`src/rtl/custom_buff_use_sequencer_pkg.sv`:
```
// Shared types and constants for the Custom buffer-use sequencer: FSM states,
// the default schedule and a parameter sanity check.
package custom_buff_pkg;

  typedef enum logic {IDLE, RUN} state_e;

  localparam int unsigned DEFAULT_LEN = 26;
  localparam int unsigned DEFAULT_W   = 4;

  // Step 0 in the least significant nibble.
  localparam logic [DEFAULT_LEN*DEFAULT_W-1:0] DEFAULT_SCHED = {
    4'h8, 4'h9, 4'h3, 4'h2, 4'hC, 4'h8, 4'hD, 4'h1, 4'hB, 4'h3, 4'h2, 4'h6, 4'h4,
    4'hE, 4'h8, 4'hD, 4'h9, 4'h2, 4'h6, 4'hC, 4'h8, 4'h0, 4'h0, 4'h0, 4'h0, 4'h0
  };

  function automatic logic [DEFAULT_W-1:0] default_entry(input int unsigned idx);
    return (idx < DEFAULT_LEN) ? DEFAULT_SCHED[idx*DEFAULT_W +: DEFAULT_W] : '0;
  endfunction

  function automatic bit params_ok(input int unsigned num_buff, input int unsigned cnt_w,
                                   input int unsigned depth);
    return (num_buff >= 1) && (cnt_w >= 1) && (cnt_w < 31) &&
           (depth >= 1) && (depth <= (32'd1 << cnt_w));
  endfunction

endpackage

```
`src/rtl/custom_buff_use_sequencer_if.sv`:
```
// Control/status bundle between the Custom controller (master) and the sequencer (slave).
interface custom_buff_use_sequencer_if #(
  parameter int unsigned NUM_BUFF = 4,
  parameter int unsigned CNT_W    = 5
) ();
  logic                start;
  logic                abort;
  logic                stall;
  logic                loop_en;
  logic [CNT_W-1:0]    seq_last;
  logic                tbl_we;
  logic [CNT_W-1:0]    tbl_addr;
  logic [NUM_BUFF-1:0] tbl_wdata;
  logic                tbl_werr;
  logic                busy;
  logic                done;
  logic [CNT_W-1:0]    cnt;
  logic [NUM_BUFF-1:0] buff_use;
  logic                buff_valid;

  modport master (
    output start, abort, stall, loop_en, seq_last, tbl_we, tbl_addr, tbl_wdata,
    input  tbl_werr, busy, done, cnt, buff_use, buff_valid
  );

  modport slave (
    input  start, abort, stall, loop_en, seq_last, tbl_we, tbl_addr, tbl_wdata,
    output tbl_werr, busy, done, cnt, buff_use, buff_valid
  );
endinterface

```
`src/rtl/custom_buff_use_sequencer_sched_table.sv`:
```
// Schedule register file: sync write, async read, reset reloads the default schedule.
module custom_buff_sched_table
  import custom_buff_pkg::*;
#(
  parameter int unsigned NUM_BUFF = 4,
  parameter int unsigned CNT_W    = 5,
  parameter int unsigned DEPTH    = 26
) (
  input  logic                clk,
  input  logic                rst_n,
  input  logic                we,
  input  logic [CNT_W-1:0]    waddr,
  input  logic [NUM_BUFF-1:0] wdata,
  input  logic [CNT_W-1:0]    raddr,
  output logic [NUM_BUFF-1:0] rdata
);

  logic [NUM_BUFF-1:0] mem [DEPTH];

  always_ff @(posedge clk) begin
    if (!rst_n) begin
      for (int unsigned i = 0; i < DEPTH; i++) begin
        mem[i] <= (NUM_BUFF == DEFAULT_W) ? NUM_BUFF'(default_entry(i)) : '0;
      end
    end else if (we) begin
      mem[waddr] <= wdata;
    end
  end

  always_comb begin
    rdata = '0;
    if (32'(raddr) < DEPTH) rdata = mem[raddr];
  end

endmodule

```
`src/rtl/custom_buff_use_sequencer.sv`:
```
// Buffer-use sequencer: step counter and IDLE/RUN control that plays the schedule
// table out as one registered use-enable mask per step.
module custom_buff_use_sequencer
  import custom_buff_pkg::*;
#(
  parameter int unsigned NUM_BUFF = 4,
  parameter int unsigned CNT_W    = 5,
  parameter int unsigned DEPTH    = 26
) (
  input  logic                         clk,
  input  logic                         rst_n,
  custom_buff_use_sequencer_if.slave   bus
);

  if (!params_ok(NUM_BUFF, CNT_W, DEPTH)) begin : g_bad_params
    $error("custom_buff_use_sequencer: illegal NUM_BUFF/CNT_W/DEPTH");
  end

  localparam logic [CNT_W-1:0] LAST_MAX = CNT_W'(DEPTH - 1);

  state_e              state;
  logic [CNT_W-1:0]    seq_last_q;
  logic [CNT_W-1:0]    nxt_idx_c;
  logic [CNT_W-1:0]    clamp_c;
  logic [NUM_BUFF-1:0] rd_data;
  logic [NUM_BUFF-1:0] load_c;
  logic                wr_ok_c;
  logic                last_c;

  // Next table index and its mask; a same-cycle write to that index is forwarded.
  always_comb begin
    wr_ok_c   = bus.tbl_we && (state == IDLE) && (32'(bus.tbl_addr) < DEPTH);
    last_c    = (bus.cnt == seq_last_q);
    nxt_idx_c = '0;
    if ((state == RUN) && !last_c) nxt_idx_c = bus.cnt + CNT_W'(1);
    load_c    = (wr_ok_c && (bus.tbl_addr == nxt_idx_c)) ? bus.tbl_wdata : rd_data;
    clamp_c   = (bus.seq_last > LAST_MAX) ? LAST_MAX : bus.seq_last;
  end

  custom_buff_sched_table #(
    .NUM_BUFF (NUM_BUFF),
    .CNT_W    (CNT_W),
    .DEPTH    (DEPTH)
  ) u_table (
    .clk   (clk),
    .rst_n (rst_n),
    .we    (wr_ok_c),
    .waddr (bus.tbl_addr),
    .wdata (bus.tbl_wdata),
    .raddr (nxt_idx_c),
    .rdata (rd_data)
  );

  always_ff @(posedge clk) begin
    if (!rst_n) begin
      state          <= IDLE;
      seq_last_q     <= LAST_MAX;
      bus.busy       <= 1'b0;
      bus.done       <= 1'b0;
      bus.tbl_werr   <= 1'b0;
      bus.cnt        <= '0;
      bus.buff_use   <= '0;
      bus.buff_valid <= 1'b0;
    end else begin
      bus.tbl_werr <= bus.tbl_we && !wr_ok_c;
      bus.done     <= 1'b0;
      unique case (state)
        IDLE: begin
          if (bus.start && !bus.abort) begin
            state          <= RUN;
            seq_last_q     <= clamp_c;
            bus.busy       <= 1'b1;
            bus.cnt        <= '0;
            bus.buff_use   <= load_c;
            bus.buff_valid <= 1'b1;
          end
        end
        RUN: begin
          if (bus.abort || (!bus.stall && last_c && !bus.loop_en)) begin
            // End of pass without looping also lands here, but only it reports done.
            state          <= IDLE;
            bus.done       <= !bus.abort;
            bus.busy       <= 1'b0;
            bus.cnt        <= '0;
            bus.buff_use   <= '0;
            bus.buff_valid <= 1'b0;
          end else if (!bus.stall) begin
            bus.done     <= last_c;
            bus.cnt      <= nxt_idx_c;
            bus.buff_use <= load_c;
          end
        end
        default: state <= IDLE;
      endcase
    end
  end

endmodule

```
`src/flat_wrapper.sv`:
```
// flat-port wrapper written by rule: the top's interface ports become plain ports
module custom_buff_use_sequencer_flat import custom_buff_pkg::*;
#(
  parameter int unsigned NUM_BUFF = 4,
  parameter int unsigned CNT_W    = 5,
  parameter int unsigned DEPTH    = 26
)
  (clk, rst_n, bus_start, bus_abort, bus_stall, bus_loop_en, bus_seq_last, bus_tbl_we, bus_tbl_addr, bus_tbl_wdata, bus_tbl_werr, bus_busy, bus_done, bus_cnt, bus_buff_use, bus_buff_valid);
  custom_buff_use_sequencer_if #(.NUM_BUFF(NUM_BUFF), .CNT_W(CNT_W)) bus_i ();
  input  logic clk;
  input  logic rst_n;
  input wire logic [$bits(bus_i.start)-1:0] bus_start;
  input wire logic [$bits(bus_i.abort)-1:0] bus_abort;
  input wire logic [$bits(bus_i.stall)-1:0] bus_stall;
  input wire logic [$bits(bus_i.loop_en)-1:0] bus_loop_en;
  input wire logic [$bits(bus_i.seq_last)-1:0] bus_seq_last;
  input wire logic [$bits(bus_i.tbl_we)-1:0] bus_tbl_we;
  input wire logic [$bits(bus_i.tbl_addr)-1:0] bus_tbl_addr;
  input wire logic [$bits(bus_i.tbl_wdata)-1:0] bus_tbl_wdata;
  output wire logic [$bits(bus_i.tbl_werr)-1:0] bus_tbl_werr;
  output wire logic [$bits(bus_i.busy)-1:0] bus_busy;
  output wire logic [$bits(bus_i.done)-1:0] bus_done;
  output wire logic [$bits(bus_i.cnt)-1:0] bus_cnt;
  output wire logic [$bits(bus_i.buff_use)-1:0] bus_buff_use;
  output wire logic [$bits(bus_i.buff_valid)-1:0] bus_buff_valid;
  assign bus_i.start = bus_start;
  assign bus_i.abort = bus_abort;
  assign bus_i.stall = bus_stall;
  assign bus_i.loop_en = bus_loop_en;
  assign bus_i.seq_last = bus_seq_last;
  assign bus_i.tbl_we = bus_tbl_we;
  assign bus_i.tbl_addr = bus_tbl_addr;
  assign bus_i.tbl_wdata = bus_tbl_wdata;
  assign bus_tbl_werr = bus_i.tbl_werr;
  assign bus_busy = bus_i.busy;
  assign bus_done = bus_i.done;
  assign bus_cnt = bus_i.cnt;
  assign bus_buff_use = bus_i.buff_use;
  assign bus_buff_valid = bus_i.buff_valid;
  custom_buff_use_sequencer #(.NUM_BUFF(NUM_BUFF), .CNT_W(CNT_W), .DEPTH(DEPTH)) u_core (.clk(clk), .rst_n(rst_n), .bus(bus_i));
endmodule
```
`config.mk`:
```
export PLATFORM = sky130hd
export DESIGN_NAME = custom_buff_use_sequencer_flat
export DESIGN_NICKNAME = d
export VERILOG_FILES = /design/src/rtl/custom_buff_use_sequencer_pkg.sv /design/src/rtl/custom_buff_use_sequencer_if.sv /design/src/rtl/custom_buff_use_sequencer_sched_table.sv /design/src/rtl/custom_buff_use_sequencer.sv /design/src/flat_wrapper.sv
export SDC_FILE = /design/constraint.sdc
export NUM_CORES = 1
export LEC_CHECK = 0
export CAP_MARGIN = 25
export CORE_MARGIN = 2
export CORE_UTILIZATION = 58
export DETAILED_ROUTE_END_ITERATION = 10
export PLACE_DENSITY = 0.87
export SLEW_MARGIN = 20
export SYNTH_ARGS = -nofsm -noshare
export SYNTH_HDL_FRONTEND = slang
export SYNTH_SLANG_ARGS = --single-unit
```
`constraint.sdc`:
```
create_clock -name clk -period 3 [get_ports clk]
set_input_delay 0.3 -clock clk [delete_from_list [all_inputs] [get_ports clk]]
set_output_delay 0.3 -clock clk [all_outputs]
set_load 0.02 [all_outputs]
```
Yosys cells after proc, flatten, opt, wreduce, memory -nomap -nowiden

Memories as Yosys holds them, arrays and structs flattened.
Cells that the tools add are included.
Widths: inputs -> output; s select.

Add/subtract/negate cells: 1
Magnitude comparators: 3
Equal/unequal tests: 5
Muxes and demuxes: 27
Bitwise operators: 1
Reductions and logical operators: 19

Operators by type and width:

| cell                | number |
|---|---|
| $mux 5              | 6 |
| $mux 4              | 6 |
| $mux 1              | 11 |
| $eq 5x5->1          | 2 |
| $lt 5x5->1 const B  | 2 |
| $pmux 5 s2          | 1 |
| $logic_and 1x1->1   | 8 |
| $pmux 4 s2          | 1 |
| $reduce_and 2->1    | 4 |
| $add 5x1->5 const B | 1 |
| $gt 5x5->1 const B  | 1 |
| $logic_not 1->1     | 5 |
| $ne 2x2->1 const B  | 2 |
| $pmux 1 s2          | 2 |
| $reduce_or 4->1     | 1 |
| $ne 3x3->1 const B  | 1 |
| $logic_or 1x1->1    | 1 |
| $not 1->1           | 1 |

Bits in registers: 18
Memory bits (writable): 104
Memories kept: 1

Memories:

| name               | depth | bits a word | rd ports | clocked after memory_dff | write ports | line                                        | text |
|---|---|---|---|---|---|---|---|
| u_core.u_table.mem | 26    | 4           | 1        | 0                        | 26          | custom_buff_use_sequencer_sched_table.sv:18 | `logic [NUM_BUFF-1:0] mem [DEPTH];` |

Depth between registers and ports, before layout

Depth in word-level cells: 10
Gate-level depth with buffers: 10

Cells and area by module

From an unflattened synthesis, not the netlist that was laid out.

Cells, all modules: 521
Area, all modules: 5992.0 µm²

Modules (own cells, without submodules):

| module                    | instances | cells an instance | area each (µm²) | seq. area each (µm²) |
|---|---|---|---|---|
| custom_buff_sched_table   | 1         | 409               | 5001.0          | 3123.0 |
| custom_buff_use_sequencer | 1         | 112               | 991.0           | 360.3 |

Least setup slack after synthesis

OpenSTA, ideal clock, no wires.

Kind: reg2reg
Start: register u_core.bus.cnt[1]
End: register u_core.bus.buff_use[2]
Library setup time: 0.069 ns
Arrival: 2.251 ns
Data required time: 2.931 ns
Slack: 0.680 ns
Cell stages (with the launch flop): 10
Period minus slack after synthesis: 2.320 ns
Path through: dfxtp_1 ha_1 buf_2 buf_2 buf_2 clkbuf_1 a221oi_1 o22ai_1 a221o_1 o21ai_1

Word-level cells in the longest chain between the ends: 10
Elaborated cells on any way between the ends: 20
Those cells by class: 1 x add/sub; 1 x order compare; 3 x eq/ne; 7 x mux; 7 x reduce/logical; 1 x memory

Ends and longest elaborated chain:

| what                                                 | line                               | text |
|---|---|---|
| start: declaration                                   | custom_buff_use_sequencer_if.sv:28 | `output tbl_werr, busy, done, cnt, buff_use, buff_valid` |
| start signal: assignment                             | custom_buff_use_sequencer.sv:89    | `bus.cnt <= nxt_idx_c;` |
| branches (longest 10 deep; another with $add 5x1->5) | n/a                                |  |
| end signal: assignment                               | custom_buff_use_sequencer.sv:74    | `bus.buff_use <= load_c;` |
| end signal: assignment                               | custom_buff_use_sequencer.sv:90    | `bus.buff_use <= load_c;` |
| end: declaration                                     | custom_buff_use_sequencer_if.sv:28 |  |

Several ways; the timed one is not identified. The select of a mux whose other input is x is not followed.
A chain may end at the register's enable or synchronous reset.

Final worst setup path

Start: register u_core.bus.cnt[0]
End: register u_core.bus.buff_use[3]

The elaborated chain is that of the path after synthesis.

==> run_results.csv <==
group,metric,value,unit
timing,period_minus_slack,2780,ps
place,post-dp-hpwl,12.9,mm
setup_path,rr_endpoint,"u_core.bus.buff_use[3]",
die,num_io_pins,34,
synth,synth_edf_count,122,
setup_path,startpoint,"u_core.bus.cnt[0]",
timing,hold_viol_final,0,
synth,ys_top_cells_by_area,"edfxtp_1, and3_1, dfxtp_1",
global_routing,grt_pass1_vias,5480,
synth,ys.flop_type,"edfxtp_1",
route,drt_drc_violations_left,0,
clocking,cts.sinks,140,
setup_path,cp_slowest_cell,"a2111oi_0",
global_routing,antenna_found_initial,0,
die,dieArea,0.0130,mm2
clocking,cts_setup_buffers,0,
clocking,cts_tree,"yes",
synth,syn_area_per_cell,11.4,um2
synth,async_flop_share,0,
clocking,ctsHoldBuffers,0,
timing,worst_slew_pin_slew,959,ps
die,fp.coreArea,0.0119,mm2
pwr,p_int,3600,uW
route,vias,5599,
clocking,cts_buffer_depth,2,
timing,finalClockSkew,6.14,ps
timing,holdWs,491,ps
pwr,seqPwrFrac,0.479,
global_routing,grt_overflow_total,0,
place,place_congestion,1.06,
synth,post-synth-top-count-cell,"edfxtp_1",
synth,ys_warn_count,0,
die,die_w,114,um
synth,syn_area,0.00701,mm2
clocking,ctsResizeCount,0,
setup_path,cp-end-kind,"flop",
die,rows,40,
pwr,p_sw_frac,0.225,
cells_and_area,drive_gt1_frac,0.147,
setup_path,worstReg2RegStart,"u_core.bus.cnt[0]",
timing,setup_tns,0,ps
setup_path,arrival,3150,ps
synth,synth.top_cells.by_count,"edfxtp_1, and3_1, nand2_1",
pwr,comb_power_share,0.071,
setup_path,required,3370,ps
timing,slew_viol_final,0,
synth,postSynthCellCount,614,
timing,rsz0062_at_grt,"no",
timing,slew_headroom,0.359,
run_status,status,"complete, no violations",
pwr,power.switching,1040,uW
setup_path,critPathKind,"flop to flop",
setup_path,crit_chain,"buf_4 > nand3_1 > xor2_1 > a2111oi_0 > o21ai_1 > nor2_1 > a32o_1 > a31o_1",
route,ant_nets,0,
synth,yosys_register_bits,140,
job,drv_cap,0,
cells_and_area,area_growth,17.3,%
clocking,clk_latency,430,ps
clocking,root_buffer,"clkbuf_16",
cells_and_area,final_nets,691,
route,wl_per_cell,23.5,um
clocking,cts_buffers,17,
route,drt_wl_total,19.5,mm
die,die_h,114,um
timing,final-setup-viol-count,0,
place,portBuffers,33,
global_routing,grt_max_degree,44,
setup_path,critPathMaxFanout,18,
synth,synthDistinctLibCells,72,
setup_path,start_kind,"flop",
timing,fin_ws,218,ps
clocking,clkTransAtPathRegs,60,ps
pwr,power,4640,uW
setup_path,max_stage_delay,840,ps
setup_path,r2r_slack,220,ps
synth,yosysTopAreaCell,"edfxtp_1",
cells_and_area,antenna-diode-count,0,
pwr,powerDensity,564,mW/mm2
cells_and_area,fillCellCount,831,
place,dp_worst_setup_slack,110,ps
setup_path,ff2ff_path_depth,8,
timing,max_freq,359,MHz
clocking,cts_max_level,4,
die,initial_core_util,0.589,
timing,fin_crit_sh,0.927,
pwr,p_leak,0.00296,uW
pwr,clockPowerShare,0.451,
pwr,irDropWorstVdd,0.000337,V
setup_path,crit_end,"u_core.bus.buff_use[3]",
worst_hold_path,hp-class,"input port to flop",
synth,synth_top_area_frac,0.523,
cells_and_area,finalCoreUtilization,0.690,
route,drt_iter0_drc,796,
route,vias_per_cell,6.76,
global_routing,grt_pass1_wl,30.1,mm
global_routing,grt_util_all_layers,0.313,
route,first_pass_iters,5,
synth,synth_seq_area_share,0.574,
layout make-up:
class                           instances  area (um2)  area share
Sequential cell                       140        4030       0.490
Timing Repair Buffer                   72         623      0.0758
Clock buffer                           18         429      0.0522
Multi-Input combinational cell        433        2790       0.339
Inverter                                5        18.8     0.00228
Tap cell                              147         184      0.0224
Clock inverter                         13         150      0.0183
worst min-delay path by stage:
stage | cells past startpoint | slack [ps] | startpoint | to
4_1_cts | 3 | 480 | bus_seq_last[0] | u_core.seq_last_q[0]
3_5_place_dp | 2 | 500 | u_core.seq_last_q[2] | u_core.seq_last_q[2]
2_1_floorplan | 1 | 380 | bus_stall | u_core.bus.done
3_3_place_gp | 2 | 490 | u_core.seq_last_q[4] | u_core.seq_last_q[4]
6_report | 3 | 490 | bus_seq_last[0] | u_core.seq_last_q[0]
5_1_grt | 3 | 520 | bus_seq_last[0] | u_core.seq_last_q[0]
power groups by stage:
stage	Combinational (uW)	Sequential, uW	Clock, uW
floorplan	177	2250	0
global placement	306	2250	0
detailed placement	313	2260	0
CTS	318	2220	2100
global route	349	2220	2160
finish	327	2220	2090
critical path, delay by kind of cell, from the launching register on:
kind,cells,cell delay (ps)
buffers and inverters,1,270
AND/OR/NAND/NOR,2,470
flip-flops,1,370
AO/OA/AOI/OAI,4,1380
XOR/XNOR,1,240
metal layers:
metal | up-vias | GRT usage | share of wire | wire length, um
met1 | 2665 | 0.403 | 0.38 | 7330
li1 | 2439 | - | - | -
met2 | 412 | 0.497 | 0.47 | 9220
met3 | 83 | 0.0776 | 0.11 | 2130
met4 | 0 | 0.154 | 0.041 | 807
met5 | - | 0 | 0 | 0
registers in the layout, summed over array words and instances, names as in the netlist:
signal	count
u_core.u_table.mem	122
u_core.bus.cnt	5
u_core.bus.done	1
u_core.bus.buff_valid	1
u_core.seq_last_q	5
u_core.bus.buff_use	4
u_core.bus.tbl_werr	1
u_core.state	1
logic make-up after synthesis:
kind of cell / after synthesis / share of synthesized area
AO/OA/AOI/OAI: 122 / 0.121
XOR/XNOR: 9 / 0.0123
adder cells (fa/ha/maj): 1 / 0.00178
buffers and inverters: 58 / 0.0371
flip-flops: 140 / 0.574
multiplexers: 37 / 0.0593
other: 1 / 0.000535
AND/OR/NAND/NOR: 246 / 0.194
placed cells by master, fill, tap and decap left out, types with 7 or more instances in the layout:
cell type / n
edfxtp_1: 122
and3_1: 65
nand2_1: 48
buf_4: 39
clkdlybuf4s50_1: 33
or3_1: 32
o21ai_0: 31
mux2i_1: 28
nor2_1: 25
a21oi_1: 20
conb_1: 18
clkbuf_16: 17
dfxtp_1: 17
nor3_1: 15
or2_2: 11
o22ai_1: 11
and2_1: 9
nand2b_1: 8
xor2_1: 7
through the flow:
step,instance area [um2],cells
finish,8220,828
global route,8220,828
CTS,8220,828
detailed placement,7640,797
global placement,7640,797
floorplan,7070,631
(Power assumes the default switching activity.)
